### src/rtl/uart_pkg.sv
// UART definitions shared by the RX and TX sides: receiver state encoding and common constants.
package uart_pkg;

  typedef enum logic [2:0] {
    IDLE,
    START,
    DATA,
    STOP,
    BRK
  } rx_state_t;

  localparam int DIV_MIN_DEFAULT = 8;
  localparam int UART_DATA_W     = 8;

endpackage

### src/rtl/uart_rx_fifo.sv
// First-word fall-through byte FIFO. Data is visible one cycle after the push.
// A push is accepted when not full, or when full and a pop happens in the same cycle.
module uart_rx_fifo #(
  parameter int DEPTH = 4,
  parameter int W     = 8
) (
  input  logic                       clk,
  input  logic                       rst_n,
  input  logic                       push_i,
  input  logic [W-1:0]               wdata_i,
  input  logic                       pop_i,
  output logic [W-1:0]               rdata_o,
  output logic                       full_o,
  output logic                       empty_o,
  output logic [$clog2(DEPTH):0]     count_o
);

  localparam int AW = $clog2(DEPTH);

  logic [W-1:0]  mem_q [DEPTH];
  logic [AW:0]   wptr_q, rptr_q;
  logic          push_ok, pop_ok;

  assign count_o = wptr_q - rptr_q;
  assign full_o  = (count_o == (AW+1)'(DEPTH));
  assign empty_o = (wptr_q == rptr_q);
  assign pop_ok  = pop_i && !empty_o;
  assign push_ok = push_i && (!full_o || pop_i);
  // Head is forced to zero while empty so the output has a defined reset value.
  assign rdata_o = empty_o ? '0 : mem_q[rptr_q[AW-1:0]];

  always_ff @(posedge clk or negedge rst_n) begin
    if (!rst_n) begin
      wptr_q <= '0;
      rptr_q <= '0;
    end else begin
      if (push_ok) wptr_q <= wptr_q + (AW+1)'(1);
      if (pop_ok)  rptr_q <= rptr_q + (AW+1)'(1);
    end
  end

  always_ff @(posedge clk) begin
    if (push_ok) mem_q[wptr_q[AW-1:0]] <= wdata_i;
  end

endmodule

### src/rtl/uart_rx_frontend.sv
// 8N1 receiver: synchroniser, 3-sample majority voting, byte FIFO with valid/ready and RTS.
// Byte reaches valid ~half+5 cycles after the stop bit begins; a full FIFO drops it with an overrun pulse.
module uart_rx_frontend
  import uart_pkg::*;
#(
  parameter int DEPTH   = 4,
  parameter int DIV_W   = 16,
  parameter int DIV_MIN = DIV_MIN_DEFAULT
) (
  input  logic             clk,
  input  logic             rst_n,
  input  logic             rx,
  input  logic [DIV_W-1:0] divisor,
  output logic [7:0]       data,
  output logic             valid,
  input  logic             ready,
  output logic             frame_err,
  output logic             overrun,
  output logic             rts_n
);

  localparam int AW = $clog2(DEPTH);

  rx_state_t               state_q;
  logic [1:0]              sync_q, live_q;
  logic [2:0]              hist_q;
  logic                    armed_q;
  logic [DIV_W-1:0]        div_q, bcnt_q;
  logic [2:0]              bidx_q;
  logic [UART_DATA_W-1:0]  shift_q;
  logic                    push_q, frame_err_q, overrun_q;

  logic                    rx_s, vote, vote_pt, wrap, pop;
  logic                    fifo_full, fifo_empty;
  logic [AW:0]             fifo_count;
  logic [DIV_W-1:0]        div_d;

  assign rx_s    = sync_q[1];
  assign vote    = (hist_q[0] & hist_q[1]) | (hist_q[1] & hist_q[2]) | (hist_q[0] & hist_q[2]);
  assign div_d   = (divisor < DIV_W'(DIV_MIN)) ? DIV_W'(DIV_MIN) : divisor;
  assign vote_pt = (bcnt_q == (div_q >> 1) + DIV_W'(1));
  assign wrap    = (bcnt_q == div_q - DIV_W'(1));
  assign pop     = valid && ready;

  always_ff @(posedge clk or negedge rst_n) begin
    if (!rst_n) begin
      state_q     <= IDLE;
      sync_q      <= 2'b11;
      live_q      <= 2'b00;
      hist_q      <= 3'b111;
      armed_q     <= 1'b0;
      div_q       <= DIV_W'(DIV_MIN);
      bcnt_q      <= '0;
      bidx_q      <= '0;
      shift_q     <= '0;
      push_q      <= 1'b0;
      frame_err_q <= 1'b0;
      overrun_q   <= 1'b0;
    end else begin
      sync_q      <= {sync_q[0], rx};
      live_q      <= {live_q[0], 1'b1};
      hist_q      <= {hist_q[1:0], rx_s};
      push_q      <= 1'b0;
      frame_err_q <= 1'b0;
      overrun_q   <= 1'b0;
      // rx_s only reflects the pad once the reset value has flushed out of the synchroniser.
      if (live_q[1] && rx_s) armed_q <= 1'b1;
      if (state_q == START || state_q == DATA || state_q == STOP)
        bcnt_q <= wrap ? '0 : bcnt_q + DIV_W'(1);
      case (state_q)
        IDLE: begin
          if (armed_q && !rx_s && hist_q == 3'b111) begin
            div_q   <= div_d;
            bcnt_q  <= '0;
            state_q <= START;
          end
        end
        START: begin
          if (vote_pt && vote) begin
            state_q <= IDLE;
          end else if (wrap) begin
            bidx_q  <= '0;
            state_q <= DATA;
          end
        end
        DATA: begin
          if (vote_pt) shift_q <= {vote, shift_q[7:1]};
          if (wrap) begin
            if (bidx_q == 3'd7) state_q <= STOP;
            else                bidx_q  <= bidx_q + 3'd1;
          end
        end
        STOP: begin
          if (vote_pt) begin
            if (!vote) begin
              frame_err_q <= 1'b1;
              state_q     <= BRK;
            end else begin
              if (!fifo_full || pop) push_q    <= 1'b1;
              else                   overrun_q <= 1'b1;
              state_q <= IDLE;
            end
          end
        end
        BRK: begin
          if (rx_s) state_q <= IDLE;
        end
        default: state_q <= IDLE;
      endcase
    end
  end

  uart_rx_fifo #(
    .DEPTH (DEPTH),
    .W     (UART_DATA_W)
  ) u_fifo (
    .clk     (clk),
    .rst_n   (rst_n),
    .push_i  (push_q),
    .wdata_i (shift_q),
    .pop_i   (pop),
    .rdata_o (data),
    .full_o  (fifo_full),
    .empty_o (fifo_empty),
    .count_o (fifo_count)
  );

  assign valid     = !fifo_empty;
  assign frame_err = frame_err_q;
  assign overrun   = overrun_q;
  assign rts_n     = (fifo_count >= (AW+1)'(DEPTH - 1));

endmodule

### config.mk
export PLATFORM = sky130hd
export DESIGN_NAME = uart_rx_frontend
export DESIGN_NICKNAME = d
export VERILOG_FILES = /design/src/rtl/uart_pkg.sv /design/src/rtl/uart_rx_fifo.sv /design/src/rtl/uart_rx_frontend.sv
export SDC_FILE = /design/constraint.sdc
export NUM_CORES = 1
export LEC_CHECK = 0
export CAP_MARGIN = 20
export CORE_AREA = 2 2 117 91
export DETAILED_ROUTE_END_ITERATION = 16
export DIE_AREA = 0 0 119 93
export PLACE_DENSITY = 0.84
export SLEW_MARGIN = 20
export SYNTH_ARGS = -nofsm -noshare
export SYNTH_HDL_FRONTEND = slang
export SYNTH_SLANG_ARGS = --single-unit
export TNS_END_PERCENT = 20
### constraint.sdc
create_clock -name clk -period 3.1 [get_ports clk]
set_input_delay 0.62 -clock clk [delete_from_list [all_inputs] [get_ports clk]]
set_output_delay 0.62 -clock clk [all_outputs]
set_load 0.01 [all_outputs]
==> results.ini, run 1 <==
[cells_and_area]
num_antenna_cells = 0
mostFrequentLayoutCell = nand2_1
fillCellCount = 771
multiInputGateArea_mm2 = 0.00257
final_cell_mix = nand2_1 (59), dfrtp_1 (56), nor2_1 (37), xnor2_1 (32), edfxtp_1 (32)
final_area_mm2 = 0.00604
drive_above_1_share_pct = 13.7
seqCellArea_mm2 = 0.00255
areaGrowthSynthToFinish_pct = 13.2
final_nets = 556

[power_and_ir_drop]
power_density_mw_per_mm2 = 675
ir_drop_mv = 0.465
p_leak_nw = 2.45

[timing]
finalHoldViolCount = 0
min_period_ns = 2.98
tns_ns = 0
fmax_ghz = 0.335
relSlewSlack_pct = 57.0
finalCritPeriodShare_pct = 96.2
grt_setup_unrepaired = no
worst_slack_ns = 0.118
skew_ns = 0.00912
tightest_slew_ns = 0.644
slew_violations = 0
finalSetupViolCount = 0

[hold_path]
worstHoldPathType = input pin to asynchronous set/reset pin

[clock_tree]
post-cts-setup-buffers = 0
ctsRootBufferMaster = clkbuf_16
holdBufCountCts = 0
clk_path_buf_depth = 2
cts_resized = 0
cts_buffers = 9
clock_latency_ns = 0.35
clkSinkCount = 95
cts_tree = yes
clkTransAtPathRegs_ns = 0.07
h-tree-depth = 3

[detailed_routing]
via_count = 3834
drc_errors = 0
wl_per_cell_um = 16.7
detail_route.iter0.violations = 348
first_pass_iters = 4
ant_nets = 0
routed_wirelength_um = 11000
vias_per_cell = 5.78

[critical_path]
worstPathCellList = inv_1 > ha_1 > inv_1 > fa_1 > inv_1 > o21ai_0 > clkdlybuf4s50_1
r2r_cells = 11
critical_path.most_common_cell = inv_1
cp_data_arrival_time_ns = 2.36
worstSetupPathType = register to output port
critical-path-max-stage-delay_ns = 0.55
cp.buffers_inverters = 4
startpoint_type = register
critical_path.endpoint_type = output port
critPathTopFamily = buffers and inverters
regToRegStartpoint = div_q[1]$_DFFE_PN0P_
path_max_fanout = 4
rr_endpoint = bcnt_q[2]$_DFF_PN0_
r2r_slack_ns = 0.19
cpMaxStageDelayCell = clkdlybuf4s50_1
cp.required_ns = 2.48

[logic_synthesis]
synth_cells = 500
yosysUniqueCellTypes = 68
yosysTopAreaCell = dfrtp_1
synthArstFlopShare_pct = 66.3
netlist_area_mm2 = 0.00534
synth_nets = 534
ys_top_cells_by_area = dfrtp_1 (27%), edfxtp_1 (18%), xnor2_1 (5.3%)
syn_area_per_cell_um2 = 10.7
ys_seq_elements = 95
ys_dominant_reg_cell = dfrtp_1
yosysSeqAreaShare_pct = 47.7
yosys_warnings = 0
synth_edf_count = 32
netlist.area_leader.share_pct = 26.7

[die]
rows = 32
io_pins = 32
core-area_mm2 = 0.00997
die_y_um = 93
die-area_mm2 = 0.0111
die_width_um = 119
initial_core_util_pct = 53.5

[placed_design]
dpl-instance-area_mm2 = 0.00572
dp_slack_ns = 0.170
port_buffers = 31
gp_congestion = 0.924
dpl.hpwl_um = 8050

[flow_run]
drv_cap = 0

[global_routing]
grt_first_pass_wirelength_um = 18500
grt_antenna_before_repair = 0
grt_pass1_vias = 3667
gr-total-overflow = 0
grt_max_degree = 28
grtUsageTotal_pct = 21.5

[run_status]
status = completed

## Yosys cell counts, types with 5 or more instances
library cell,count
mux4_2,8
xnor2_1,32
nor3_1,15
edfxtp_1,32
and3_1,10
nand4_1,10
buf_2,5
and2_1,11
xor2_1,25
ha_1,13
inv_1,17
nand2_1,59
dfrtp_1,57
mux2_2,9
dfstp_2,6
a21oi_1,9
buf_6,5
clkbuf_1,17
nand3_1,16
nor2_1,37
mux2i_1,7
a31oi_1,5
o21ai_0,17
## layout make-up
class	count	share of cell area, %
multi-input combinational	357	42.5
sequential	95	42.1
timing repair buffer	42	6.42
clock buffer	9	3.73
tap	136	2.82
clock inverter	7	1.35
inverter	17	1.06
## where the power goes
part / leakage, nW / switching, mW / internal, mW
Combinational: 1.20 / 0.641 / 0.672
Sequential: 1.10 / 0.256 / 1.41
Clock: 0.150 / 0.527 / 0.576
Total: 2.45 / 1.42 / 2.66
## stage by stage
stage                     hold slack, ns  total power, mW  util, %  cells
after floorplan                    0.324             2.57        -    500
after global placement             0.334             2.91     57.4    647
after detailed placement           0.350             2.98     57.4    647
after CTS                          0.287             4.09     60.5    663
after global routing               0.313             4.31     60.6    663
final                              0.263             4.08     60.6    663
## per-layer routing
metal / routed length (um) / vias up / global-route usage [%]
li1: - / 1805 / -
met1: 4990 / 1894 / 29.2
met2: 5280 / 118 / 34.4
met3: 555 / 17 / 4.45
met4: 218 / 0 / 7.94
met5: 0 / - / 0
## cell families after synthesis
family	Yosys count	synth area share (%)
AND/OR/NAND/NOR	204	20.8
flip-flops	95	47.7
XOR/XNOR	57	9.36
AO/OA/AOI/OAI	53	6.59
buffers and inverters	48	4.41
multiplexers	27	7.43
adder cells (fa/ha/maj)	15	3.61
other	1	0.0703
## worst reg2reg max path, cell delays in order, from the launching register on
cell and delay [ns]:
dfrtp_1 0.51, inv_1 0.14, ha_1 0.23, nor3b_1 0.14, buf_4 0.17, and4b_1 0.21
o31ai_1 0.36, nand4_1 0.14, a211o_1 0.41, o21ai_2 0.19, buf_4 0.23, nor2_1 0.08
## worst max-delay path by stage
stage / from / end / slack, ns / cells after the start
floorplan: div_q[1]$_DFFE_PN0P_ / bcnt_q[10]$_DFF_PN0_ / 0.45 / 11
global placement: div_q[1]$_DFFE_PN0P_ / bcnt_q[15]$_DFF_PN0_ / 0.31 / 11
detailed placement: div_q[1]$_DFFE_PN0P_ / bcnt_q[10]$_DFF_PN0_ / 0.17 / 11
CTS: u_fifo.wptr_q[0]$_DFFE_PN0P_ / rts_n / 0.1 / 7
global route: div_q[1]$_DFFE_PN0P_ / bcnt_q[2]$_DFF_PN0_ / 0.006 / 11
finish: u_fifo.wptr_q[0]$_DFFE_PN0P_ / rts_n / 0.12 / 7
## flip-flops by register name, summed over array words and instances (netlist names)
| name | count |
|---|---|
| push_q | 1 |
| armed_q | 1 |
| frame_err | 1 |
| overrun | 1 |
| hist_q | 3 |
| u_fifo.mem_q | 32 |
| live_q | 2 |
| shift_q | 8 |
| bidx_q | 3 |
| u_fifo.rptr_q | 3 |
| sync_q | 2 |
| bcnt_q | 16 |
| state_q | 3 |
| div_q | 16 |
| u_fifo.wptr_q | 3 |
No activity file was read; power rests on OpenSTA's default activity.
==> run 2, diff against run 1 <==
--- a/config.mk
+++ b/config.mk
@@ -9,6 +9,7 @@
 export CORE_AREA = 2 2 117 91
 export DETAILED_ROUTE_END_ITERATION = 16
 export DIE_AREA = 0 0 119 93
+export GPL_ROUTABILITY_DRIVEN = 0
 export PLACE_DENSITY = 0.84
 export SLEW_MARGIN = 20
 export SYNTH_ARGS = -nofsm -noshare
==> run 2 against run 1 <==
Effect of this change:
- sequential share of layout area fell by 0.14 points
- register-to-register slack about the same
- maximum frequency up 2.1%
- die area stayed put
- largest cell class unchanged
- routed wire length up 3.2%
- first-iteration DRC count rose by 9.2%
- critical path depth unchanged
- final cell count unchanged
==> results.ini, run 2 (synthesis gave the netlist of run 1 again) <==
[run_status]
status = completed

[critical_path]
cp_data_arrival_time_ns = 2.30
r2r_slack_ns = 0.18
worstPathCellList = inv_2 > ha_1 > inv_1 > fa_1 > inv_1 > o21ai_0 > clkdlybuf4s50_1
worstSetupPathType = register to output port
critical_path.most_common_cell = inv_1
critical-path-max-stage-delay_ns = 0.55
rr_endpoint = shift_q[0]$_DFFE_PN0P_
cpMaxStageDelayCell = clkdlybuf4s50_1
critical_path.endpoint_type = output port
path_max_fanout = 4
cp.required_ns = 2.48
cp.buffers_inverters = 4
critPathTopFamily = buffers and inverters
startpoint_type = register
regToRegStartpoint = div_q[2]$_DFFE_PN0P_
r2r_cells = 9

[timing]
grt_setup_unrepaired = no
hold_ws_ns = 0.275
finalHoldViolCount = 0
fmax_ghz = 0.343
relSlewSlack_pct = 56.9
skew_ns = 0.00992
tns_ns = 0
slew_violations = 0
finalSetupViolCount = 0
tightest_slew_ns = 0.647
finalCritPeriodShare_pct = 94.2
min_period_ns = 2.92

[placed_design]
dpl-instance-area_mm2 = 0.00572
port_buffers = 31
dpl.hpwl_um = 8130

[detailed_routing]
via_count = 3863
wl_met2_um = 5370
ant_nets = 0
first_pass_iters = 5
top_layer_used = met4
detail_route.iter0.violations = 380
wl_per_cell_um = 17.2
drc_errors = 0
routed_wirelength_um = 11400
wl_met1_um = 5190
vias_per_cell = 5.83
routed-wl-met3_um = 658

[die]
core-area_mm2 = 0.00997
rows = 32
io_pins = 32
initial_core_util_pct = 53.5
die_y_um = 93
die_width_um = 119
die-area_mm2 = 0.0111

[cells_and_area]
mostFrequentLayoutCell = nand2_1
fillCellCount = 768
num_antenna_cells = 0
final_cell_mix = nand2_1 (59), dfrtp_1 (55), nor2_1 (37), xnor2_1 (32), edfxtp_1 (32)
drive_above_1_share_pct = 14.2
final_area_mm2 = 0.00606
areaGrowthSynthToFinish_pct = 13.6
largest_reg_flops = 32
final_nets = 556

[global_routing]
grt_first_pass_wirelength_um = 19000
grt_max_degree = 28
grt_pass1_vias = 3729
gr-total-overflow = 0
grtUsageTotal_pct = 21.9
grt_antenna_before_repair = 0

[power_and_ir_drop]
p_seq_share_pct = 39.8
p_leak_nw = 2.45
p_switching_mw = 1.44
combPwrFrac_pct = 31.7
power_density_mw_per_mm2 = 688
swShare_pct = 34.4
pwr-share-clk_pct = 28.5
internal_power_mw = 2.74
ir_drop_mv = 0.521

[clock_tree]
clk_path_buf_depth = 2
clkTransAtPathRegs_ns = 0.08
h-tree-depth = 3
cts_buffers = 9
post-cts-setup-buffers = 0
clkSinkCount = 95
cts_tree = yes
ctsRootBufferMaster = clkbuf_16
clock_latency_ns = 0.35

[flow_run]
drv_cap = 0

[hold_path]
worstHoldPathType = input pin to asynchronous set/reset pin

-- run 2: cell count changes in the layout (fill, tap and decap cells not counted), sizes merged --
cell	change
clkinv	-1
bufinv	+1
-- run 2: stage by stage --
step / utilization, % / instances / setup slack (ns) / power (mW)
after global placement: 57.4 / 647 / 0.319 / 2.91
final: 60.8 / 663 / 0.181 / 4.17
after detailed placement: 57.4 / 647 / 0.184 / 2.98
after CTS: 60.6 / 663 / 0.0905 / 4.17
after floorplan: - / 500 / 0.448 / 2.57
after global routing: 60.8 / 663 / 0.0500 / 4.41
-- run 2: layout make-up --
type	instances	area, um2	share of cell area [%]
Multi-Input combinational cell	357	2570	42.4
Sequential cell	95	2550	42.0
Timing Repair Buffer	42	388	6.40
Clock buffer	9	225	3.71
Tap cell	136	170	2.81
Clock inverter	7	97.6	1.61
Inverter	17	63.8	1.05
-- run 2: power by group through the flow --
stage | clock (mW) | sequential, mW | combinational (mW)
after global placement | 0 | 1.66 | 1.25
after floorplan | 0 | 1.51 | 1.06
after CTS | 1.20 | 1.65 | 1.32
after global routing | 1.25 | 1.68 | 1.47
after detailed placement | 0 | 1.67 | 1.31
final | 1.19 | 1.66 | 1.32
-- run 2: worst reg2reg max path: cells and delay by family, from the launching register on --
kind                       cells  cell delay, ns
and+or+nand+nor                6            1.29
muxes                          1            0.38
AOI/OAI and AO/OA              1            0.40
DFF                            1            0.48
adders and majority gates      1            0.25
-- run 2: how the worst max path moves through the flow --
stage | slack (ns) | to | from | cells after the start
2_1_floorplan | 0.45 | bcnt_q[10]$_DFF_PN0_ | div_q[1]$_DFFE_PN0P_ | 11
3_3_place_gp | 0.32 | bcnt_q[15]$_DFF_PN0_ | div_q[1]$_DFFE_PN0P_ | 11
3_5_place_dp | 0.18 | bcnt_q[15]$_DFF_PN0_ | div_q[1]$_DFFE_PN0P_ | 11
4_1_cts | 0.09 | rts_n | u_fifo.wptr_q[0]$_DFFE_PN0P_ | 7
5_1_grt | 0.05 | bcnt_q[15]$_DFF_PN0_ | div_q[1]$_DFFE_PN0P_ | 11
6_report | 0.18 | rts_n | u_fifo.wptr_q[0]$_DFFE_PN0P_ | 7
-- run 2: repair_timing --
action                     in CTS  in global routing
gates resized for setup         0                  6
setup endpoints to repair       0                 26
hold buffers                    0                  0
-- run 2: layer usage --
layer	GRT usage, %	vias to the layer above
met5	0	-
met4	5.06	0
met3	3.90	21
met2	34.5	130
met1	31.8	1910
li1	-	1802
